### src/rtl/display_scan_ctrl.sv
// Mode register and 4/5-slot time multiplexer for a shared active-low 7-segment bus.
// Optional build macro BLINK_EN: blanks digits 0/1 on alternate frame groups in set mode.
module display_scan_ctrl #(
  parameter int unsigned REFRESH_DIV = 100000,
  parameter int unsigned BLANK_CYC   = 2,
  parameter int unsigned CNT_W       = 17,
  parameter int unsigned BLINK_SHIFT = 6
) (
  input  logic        clk,
  input  logic        reset,
  input  logic        mode_btn,
  input  logic [27:0] digits_i,
  input  logic [6:0]  ap_seg_i,
  output logic [1:0]  mode,
  output logic [4:0]  an,
  output logic [6:0]  seg,
  output logic        slot_strobe
);

  localparam logic [1:0]       MODE_12H  = 2'b01;
  localparam logic [CNT_W-1:0] CNT_LAST  = CNT_W'(REFRESH_DIV - 1);
  localparam logic [CNT_W-1:0] CNT_BLANK = CNT_W'(BLANK_CYC);
  localparam logic [CNT_W-1:0] CNT_ONE   = CNT_W'(1);

  logic             btn_q;
  logic [CNT_W-1:0] cnt;
  logic [2:0]       slot;
  logic [2:0]       slot_next;
  logic             cnt_last;
  logic [4:0]       an_d;
  logic [6:0]       seg_d;

  assign cnt_last = (cnt == CNT_LAST);

  // Slot 4 only follows slot 3 in 12h mode; a slot 4 orphaned by a mode change still returns to 0.
  always_comb begin
    slot_next = slot + 3'd1;
    if (slot == 3'd3 && mode != MODE_12H) begin
      slot_next = '0;
    end else if (slot >= 3'd4) begin
      slot_next = '0;
    end
  end

  always_ff @(posedge clk) begin
    if (reset) begin
      mode        <= '0;
      btn_q       <= 1'b0;
      cnt         <= '0;
      slot        <= '0;
      slot_strobe <= 1'b0;
    end else begin
      btn_q       <= mode_btn;
      slot_strobe <= cnt_last;
      if (mode_btn && !btn_q) begin
        mode <= mode + 2'd1;
      end
      if (cnt_last) begin
        cnt  <= '0;
        slot <= slot_next;
      end else begin
        cnt  <= cnt + CNT_ONE;
      end
    end
  end

`ifdef BLINK_EN
  localparam int unsigned        FRAME_W  = BLINK_SHIFT + 1;
  localparam logic [1:0]         MODE_SET = 2'b10;
  localparam logic [FRAME_W-1:0] FRAME_ONE = FRAME_W'(1);

  logic [FRAME_W-1:0] frame;

  always_ff @(posedge clk) begin
    if (reset) begin
      frame <= '0;
    end else if (cnt_last && slot_next == 3'd0) begin
      frame <= frame + FRAME_ONE;
    end
  end
`endif

  always_comb begin
    an_d  = '1;
    seg_d = '1;
    if (cnt >= CNT_BLANK) begin
      case (slot)
        3'd0: begin an_d = 5'b11110; seg_d = digits_i[6:0];   end
        3'd1: begin an_d = 5'b11101; seg_d = digits_i[13:7];  end
        3'd2: begin an_d = 5'b11011; seg_d = digits_i[20:14]; end
        3'd3: begin an_d = 5'b10111; seg_d = digits_i[27:21]; end
        3'd4: begin
          if (mode == MODE_12H) begin
            an_d  = 5'b01111;
            seg_d = ap_seg_i;
          end
        end
        default: ;
      endcase
`ifdef BLINK_EN
      if (mode == MODE_SET && frame[BLINK_SHIFT] && slot < 3'd2) begin
        an_d  = '1;
        seg_d = '1;
      end
`endif
    end
  end

  always_ff @(posedge clk) begin
    if (reset) begin
      an  <= '1;
      seg <= '1;
    end else begin
      an  <= an_d;
      seg <= seg_d;
    end
  end

endmodule
### config.mk
export PLATFORM = sky130hd
export DESIGN_NAME = display_scan_ctrl
export DESIGN_NICKNAME = d
export VERILOG_FILES = /design/src/rtl/display_scan_ctrl.sv
export SDC_FILE = /design/constraint.sdc
export NUM_CORES = 1
export LEC_CHECK = 0
export BUFFER_PORTS_ARGS = -buffer_cell sky130_fd_sc_hd__buf_2
export CAP_MARGIN = 20
export CORE_UTILIZATION = 35
export CTS_CLUSTER_DIAMETER = 40
export DETAILED_ROUTE_END_ITERATION = 16
export GPL_TIMING_DRIVEN = 0
export PLACE_DENSITY_LB_ADDON = 0.1
export SYNTH_ARGS = -nofsm -noshare
export SYNTH_HDL_FRONTEND = slang
export SYNTH_SLANG_ARGS = --single-unit
### constraint.sdc
create_clock -name clk -period 2.6 [get_ports clk]
set_clock_uncertainty 0.2 [all_clocks]
set_input_delay 0.13 -clock clk [delete_from_list [all_inputs] [get_ports clk]]
set_output_delay 0.13 -clock clk [all_outputs]
set_load 0.005 [all_outputs]
Yosys cells after proc, flatten, opt, wreduce, memory -nomap -nowiden
Index checks and enable logic that the tools add are counted.

Flip-flop bits (word level): 36. Bits in latches: 0. RAM bits: 0. Memory bits (read-only): 0. Bits of input ports: 38. Output and inout port bits: 15. Word-level logic and storage cells: 32. Memories: 0.

$add $sub $neg: 3. $mul: 0. Div/mod/pow operators: 0. Magnitude comparators: 2. Equal/unequal tests: 7. Shift operators: 0. Muxes and demuxes: 6. Bitwise operators: 1. Reduce and logical (&&, ||, !) cells: 6.

Operators by type and width (count): $pmux 7 s5 (1); $pmux 5 s5 (1); $add 17x1->17 const B (1); $eq 17x17->1 const B (1); $ge 17x2->1 const B (1); $mux 7 (1); $eq 3x2->1 const B (2); $mux 3 (2); $mux 5 (1); $reduce_or 2->1 (2); $add 3x1->3 const B (1); $eq 3x1->1 const B (1); $eq 3x3->1 const B (1); $ge 3x3->1 const B (1); $logic_not 3->1 (1); $add 2x1->2 const B (1); $eq 2x1->1 const B (1); $logic_and 1x1->1 (2); $ne 2x1->1 const B (1); $logic_not 1->1 (1); $not 1->1 (1).

Depth between registers and ports, before layout
Gate-level depths: netlist of run 1.

Depth after elaboration: 3. Depth in mapped cells: 6. Mapped depth without buffers: 6.

Worst setup path before layout of run 1
Ideal clock, no wire load.

Kind: reg-to-reg. From: register cnt[0]. To: register cnt[16]. Setup time: 0.071 ns. Arrival: 1.755 ns. Required time: 2.329 ns. Setup slack: 0.574 ns. Stages on the path, launching flop included: 6. Path buffers: 0. Clock period less this slack: 2.026 ns. Path through: dfxtp_1 > ha_1 > nand4_4 > or4_4 > or3_1 > a21oi_1.

Longest elaborated chain between the ends: 2. Elaborated cells on any way between the ends: 3. Classes of those cells: 1 x add/sub; 1 x eq/ne; 1 x reduce/logical.

RTL lines: start, declared (line 26) `logic [CNT_W-1:0] cnt;`; start signal, assigned (line 62) `cnt <= cnt + CNT_ONE;`; parallel branches: the longest is 2 deep, another holds $add 17x1->17.

Parallel ways; which one is timed is not known. A chain may end at the register's enable or synchronous reset.

Worst setup path after layout of run 1
From: register slot[2]. To: register seg[2].

Longest elaborated chain between the ends: 2. Elaborated cells on any way between the ends: 6. Classes of those cells: 4 x eq/ne; 1 x mux; 1 x reduce/logical.

RTL lines: start, declared (line 27) `logic [2:0] slot;`; start signal, assigned (line 60) `slot <= slot_next;`; $eq 3x3->1, or another cell as far along (line 87) `case (slot)`; $pmux 7 s5 (*) (line 87); end signal, assigned (line 115) `seg <= seg_d;`; end, declared (line 16) `output logic [6:0] seg,`.

Mark *: on every way between the ends. The rest lies on a longest branch, timed or not.

==> metrics, run 1 <==
Ports 53; setup repair bufs after CTS 0; Total GRT Usage 19.41%; grt met2 use 33.23%; Clock Path Buffers 2; synthesis-stage register bit count 36; final non-filler cell total 361; first-pass GRT wire length 7783 µm; LEAKAGE 0.0009552 µW; CTS tree done; pwr/cell area 447.6 nW/µm²; total gr overflow 0; post-DR wirelength/cell 13.36 µm; Resize count post-CTS 0; Ys Warns 0; CTS clk-pin slew, worst paths 70 ps; commonest non-fill, non-tap cell in the layout buf_2; routed via count divided by cell count 4.967; Worst EP required 2520 ps; Post-Route WL 4822 µm; Final Wtd Congestion 0.8144; RSZ-0062 raised after global routing false; Critical Path Start Type flop; flop2flop setup slack 250 ps; max_cap viols 0; FMAX 426.2 MHz; CTS sink count 36; core footprint 4755 µm²; post-DP HPWL 3093 µm; final setup fails 0; die area 5255 µm²; WHS Endpoint seg[4]; Final Cell Area 2540 µm²; Net Count, Synth 245; register area share after synthesis 41.44%; share of cells above drive strength 1 22.79%; hold_ws 4.809 ps; area post-placement 2083 µm²; top post-synthesis cells by area dfxtp_1 41%, ha_1 5.8%, nor2_1 4.5%, xnor2_1 4.5%, nand3_1 4.3%; largest net degree at the start of global routing 11; most frequent cells in the layout 53 x buf_2, 36 x dfxtp_1, 36 x dlygate4sd3_1; status finished, final reports clean; Worst R2R Start slot[2]; # DRC 0; Num CTS Buffers 5; minimum clock period 2346 ps; H-tree Lvls 2; mapped cell area 1739 µm²; Hold Startpoint digits_i[18]; worst min-delay path class input port to flop; Critical Path Sink Type flop; grt peak-use layer met2; Post-Synthesis Cells 199; Avg Cell Area, Syn 8.740 µm²; area delta synth->final 46.04%; Final nets 340; vias in the first global route 1799; count of final hold-check violations 0; Worst-Margin Slew 707.9 ps; die width 72.49 µm; num rows 25; fin crit share 90.24%; post-route setup TNS 0 ps; I/O Buffers 52; Worst Setup SP slot[2]; top cell type's share of synthesized area 41.44%; Final ANT Viol Nets 0; largest area contributor in the netlist dfxtp_1; global-route track usage on met1 23.00%; Via Count 1793; Initial Util 36.58%; dpl cells 318; Peak VDD IR 236.7 µV; WS Path Type flop to flop; Crit Path Max Fanout 10; CTS root buffer clkbuf_8; initial antenna violation count 0; Die Y 72.49 µm; met3 usage 3.750%; CP Data Arrival Time 2260 ps; antenna cells 0; Yosys cell types 39; number of DRC markers in iteration 0 55; hold path depth 3; clock latency on the worst-skew pair 280 ps; max-slew violation count 0; Worst Reg-to-Reg Cells 5; TritonRoute pass-1 iters 7; R2R Path End seg[2]; Slew HR 52.80%
## per-layer routing
metal / vias to the layer above / share of wire (%)
li1: 914 / -
met1: 822 / 46
met2: 49 / 48
met3: 8 / 4.6
met4: 0 / 1.4
met5: - / 0
## critical path, cell delays in order (launching register included)
cell and delay, ps:
dfxtp_1 320, clkbuf_1 370, nand2_1 330, o221ai_1 260
dlygate4sd3_1 600, o2111ai_1 110
## metrics by stage
stage	utilization, %	worst slack, ps	total power, µW
floorplan	-	574.1	634.9
global placement	43.82	249.0	685.5
detailed placement	43.82	235.3	686.4
CTS	53.42	240.7	1151
global route	53.42	107.7	1187
finish	53.42	253.7	1137
## cells by family after synthesis
logic type                 share of synthesized area [%]
xor gates and xnor gates                           6.547
DFF                                                41.44
buffers and inverters                              4.388
and+or+nand+nor                                    25.90
adders and majority gates                          5.756
AOI/OAI and AO/OA                                  15.97
## cell usage after synthesis, drive strengths merged
cell,number
o21ai,7
o211ai,1
inv,11
nand2,15
o221ai,7
a211oi,1
a21oi,5
or4,3
nand3,15
o2111ai,4
clkbuf,8
o21ba,1
xnor2,9
a31oi,1
and2,1
and3,1
or3b,1
and4,2
a222oi,3
buf,1
nor3b,1
xor2,4
a22oi,4
or3,2
a311oi,1
nor3,6
ha,8
nor4,7
nor2b,4
nand4,6
dfxtp,36
o31ai,2
nor2,21
## cell type report
type	instances	area, µm²
well taps	67	83.83
plain buffers	9	35.03
multi-input cells	143	942.2
inverters	11	41.29
fillers	472	2215
flip-flops and latches	36	720.7
repair buffers	88	620.6
clock buffers	7	96.34
## state kept, by name, indices dropped and copies added (netlist names)
signal and count:
slot_strobe 1, cnt 17, btn_q 1, slot 3, mode 2, seg 7, an 5
## worst max-delay path by stage
| stage | to | slack (ps) | depth (start not counted) |
|---|---|---|---|
| floorplan | cnt[16] | 570 | 5 |
| CTS | cnt[11] | 240 | 6 |
| detailed placement | cnt[11] | 240 | 6 |
| global route | seg[1] | 110 | 5 |
| global placement | cnt[13] | 250 | 6 |
| finish | seg[2] | 250 | 5 |
## what timing repair did
item / in CTS / in global routing
hold buffers: 36 / 0
setup endpoints to repair: 0 / 0
hold endpoints to repair: 9 / 0
## power breakdown
group | internal (µW) | total, µW | switching, µW | leakage [µW]
Sequential | 569 | 580 | 11.2 | 0.000293
Combinational | 81.7 | 134 | 52.5 | 0.000612
Clock | 236 | 423 | 187 | 0.0000503
Total | 886 | 1140 | 251 | 0.000955
No activity file was read; power rests on OpenSTA's default activity.
==> inputs of run 2 (changes only) <==
--- a/config.mk
+++ b/config.mk
@@ -12,6 +12,7 @@
 export DETAILED_ROUTE_END_ITERATION = 16
 export GPL_TIMING_DRIVEN = 0
 export PLACE_DENSITY_LB_ADDON = 0.1
+export REMOVE_ABC_BUFFERS = 1
 export SYNTH_ARGS = -nofsm -noshare
 export SYNTH_HDL_FRONTEND = slang
 export SYNTH_SLANG_ARGS = --single-unit
==> constraint.sdc (replaced) <==
create_clock -name clk -period 3 [get_ports clk]
set_clock_uncertainty 0.2 [all_clocks]
set_input_delay 0.15 -clock clk [delete_from_list [all_inputs] [get_ports clk]]
set_output_delay 0.15 -clock clk [all_outputs]
set_load 0.005 [all_outputs]
==> run 2 against run 1 <==
Against the previous run:
- worst hold slack gained 12 ps
- flip-flop and latch count is the same
- die area is the same
- design area shrank 3.2%
- final cell count shrank 3.3%
- global-route usage shrank 0.92 points
- highest routed layer unchanged
==> metrics, run 2 (synthesis results as in run 1) <==
area post-placement 2059 µm² (was 2083 µm²); Clock Path Buffers 2 (unchanged); CTS tree done (unchanged); number of DRC markers in iteration 0 65 (was 55); Final nets 327 (was 340); Top reg by flops cnt (unchanged); LEAKAGE 0.0009235 µW (was 0.0009552 µW); antenna cells 0 (unchanged); Worst-Margin Slew 741.1 ps (was 707.9 ps); vias in the first global route 1670 (was 1799); WS Path Type flop to flop (unchanged); CTS sink count 36 (unchanged); fin crit share 90.11% (was 90.24%); clock latency on the worst-skew pair 280 ps (about the same); num rows 25 (unchanged); Top Metal Used met4 (unchanged); FMAX 369.9 MHz (was 426.2 MHz); Hold Startpoint digits_i[18] (unchanged); first-pass GRT wire length 7514 µm (was 7783 µm); commonest non-fill, non-tap cell in the layout buf_2 (unchanged); Critical Path Sink Type flop (unchanged); minimum clock period 2703 ps (was 2346 ps); max FFs per register 17 (unchanged); metal3 WL 321 µm (was 221 µm); Worst EP required 2930 ps (was 2520 ps); Ports 53 (unchanged); Final Cell Area 2460 µm² (was 2540 µm²); met2 WL 2103 µm (was 2294 µm); biggest regs cnt: 17 flops, seg: 7 flops, an: 5 flops (unchanged); Crit Path Max Fanout 20 (was 10); Via Count 1746 (was 1793); Die Y 72.49 µm (unchanged); die area 5255 µm² (unchanged); Total GRT Usage 18.49% (was 19.41%); Peak VDD IR 222.8 µV (was 236.7 µV); WHS Endpoint seg[4] (unchanged); max_cap viols 0 (unchanged); post-route setup TNS 0 ps (unchanged); H-tree Lvls 2 (unchanged); Num CTS Buffers 5 (unchanged); initial antenna violation count 0 (unchanged); final setup fails 0 (unchanged); final non-filler cell total 349 (was 361); CTS clk-pin slew, worst paths 70 ps (about the same); Initial Util 36.58% (unchanged); total gr overflow 0 (unchanged); core footprint 4755 µm² (unchanged); CP bufs+invs 2 (unchanged); met1 WL 2131 µm (was 2237 µm); hold path depth 3 (unchanged); CP max-delay cell dfxtp_1 (was dlygate4sd3_1); TritonRoute pass-1 iters 4 (was 7); dpl cells 310 (was 318); Slew HR 50.60% (was 52.80%); most frequent cells in the layout 52 x buf_2, 36 x dfxtp_1, 31 x dlygate4sd3_1 (was 53 x buf_2, 36 x dfxtp_1, 36 x dlygate4sd3_1); Register Area 720.7 µm² (unchanged); pwr/cell area 392.9 nW/µm² (was 447.6 nW/µm²); max-slew violation count 0 (unchanged); Max stage delay on crit path 760 ps (was 600 ps); post-DP HPWL 2878 µm (was 3093 µm); post-DR wirelength/cell 13.29 µm (was 13.36 µm); Worst Reg-to-Reg Cells 5 (unchanged); Worst R2R Start slot[2] (unchanged); CP delay by family, top flip-flops (was buffers and inverters); Resize count post-CTS 0 (unchanged); largest net degree at the start of global routing 21 (was 11); CP Data Arrival Time 2640 ps (was 2260 ps); Critical Path Start Type flop (unchanged); share of cells above drive strength 1 23.40% (was 22.79%); I/O Buffers 52 (unchanged); Post-Route WL 4637 µm (was 4822 µm); layout filler cell count 464 (was 472); die width 72.49 µm (unchanged); Pwr Total 966.4 µW (was 1137 µW); flop2flop setup slack 300 ps (was 250 ps); Final Wtd Congestion 0.7450 (was 0.8144); area of the multi-input gates 942.2 µm² (unchanged); # DRC 0 (unchanged); Final ANT Viol Nets 0 (unchanged); CP Cell Sequence inv_1 > ha_1 > a222oi_1 > dlygate4sd3_1 > nand3_1 (was clkbuf_1 > nand2_1 > o221ai_1 > dlygate4sd3_1 > o2111ai_1); status finished, final reports clean (unchanged); count of final hold-check violations 0 (unchanged); R2R Path End seg[3] (was seg[2]); area delta synth->final 41.44% (was 46.04%); RSZ-0062 raised after global routing false (unchanged); routed via count divided by cell count 5.003 (was 4.967); worst min-delay path class input port to flop (unchanged); CTS root buffer clkbuf_8 (unchanged)
## run 2: cell count changes in the layout (fill, tap and decap cells not counted), sizes merged
cell	delta
clkbuf	-7
dlygate4sd3	-5
## run 2: repair_timing
action / CTS / global route
buffers inserted: 0 / 0
endpoints found under the hold margin: 14 / 0
hold buffers: 31 / 0
## run 2: report_power, final
group	total [µW]	leakage [µW]	switching, µW	internal [µW]
clock	352	0.0000455	165	187
combinational	112	0.000585	45.3	67.1
sequential	502	0.000293	9.43	493
total	966	0.000924	219	747
## run 2: metal layers
metal  vias up  global-route usage [%]
met3         9                   5.139
met4         0                   7.190
met1       770                   21.68
met5         -                       0
met2        69                   31.88
li1        898                       -
## run 2: worst register-to-register path, delay by kind of cell, from the launching register on
| kind | cells | cell delay, ps |
|---|---|---|
| AO/OA/AOI/OAI | 1 | 370 |
| adder cells (fa/ha/maj) | 1 | 400 |
| buffers and inverters | 2 | 750 |
| flip-flops | 1 | 760 |
| AND/OR/NAND/NOR | 1 | 70 |
## run 2: worst max path at each step
stage                       start       to  slack (ps)  cells after the start
final                     slot[2]   seg[3]         300                      5
after global routing      slot[2]   seg[6]         120                      5
after CTS                 slot[2]   seg[5]         350                      5
after detailed placement  slot[2]   seg[0]         530                      5
after global placement     cnt[0]  cnt[12]         430                      5
after floorplan            cnt[0]  cnt[10]         960                      5
## run 2: cell type report
type	count	share of cell area [%]
Inverter	11	1.679
Multi-Input combinational cell	143	38.30
Timing Repair Buffer	84	23.65
Sequential cell	36	29.30
Clock buffer	8	3.662
Tap cell	67	3.408
## run 2: per-stage QoR
stage | hold WS (ps) | setup WS (ps) | utilization [%]
after floorplan | 19.07 | 956.9 | -
after global placement | 184.1 | 430.7 | 43.08
after detailed placement | 185.9 | 531.8 | 43.32
after CTS | 0.1431 | 348.6 | 51.74
after global routing | 14.21 | 124.9 | 51.74
final | 16.36 | 296.8 | 51.74
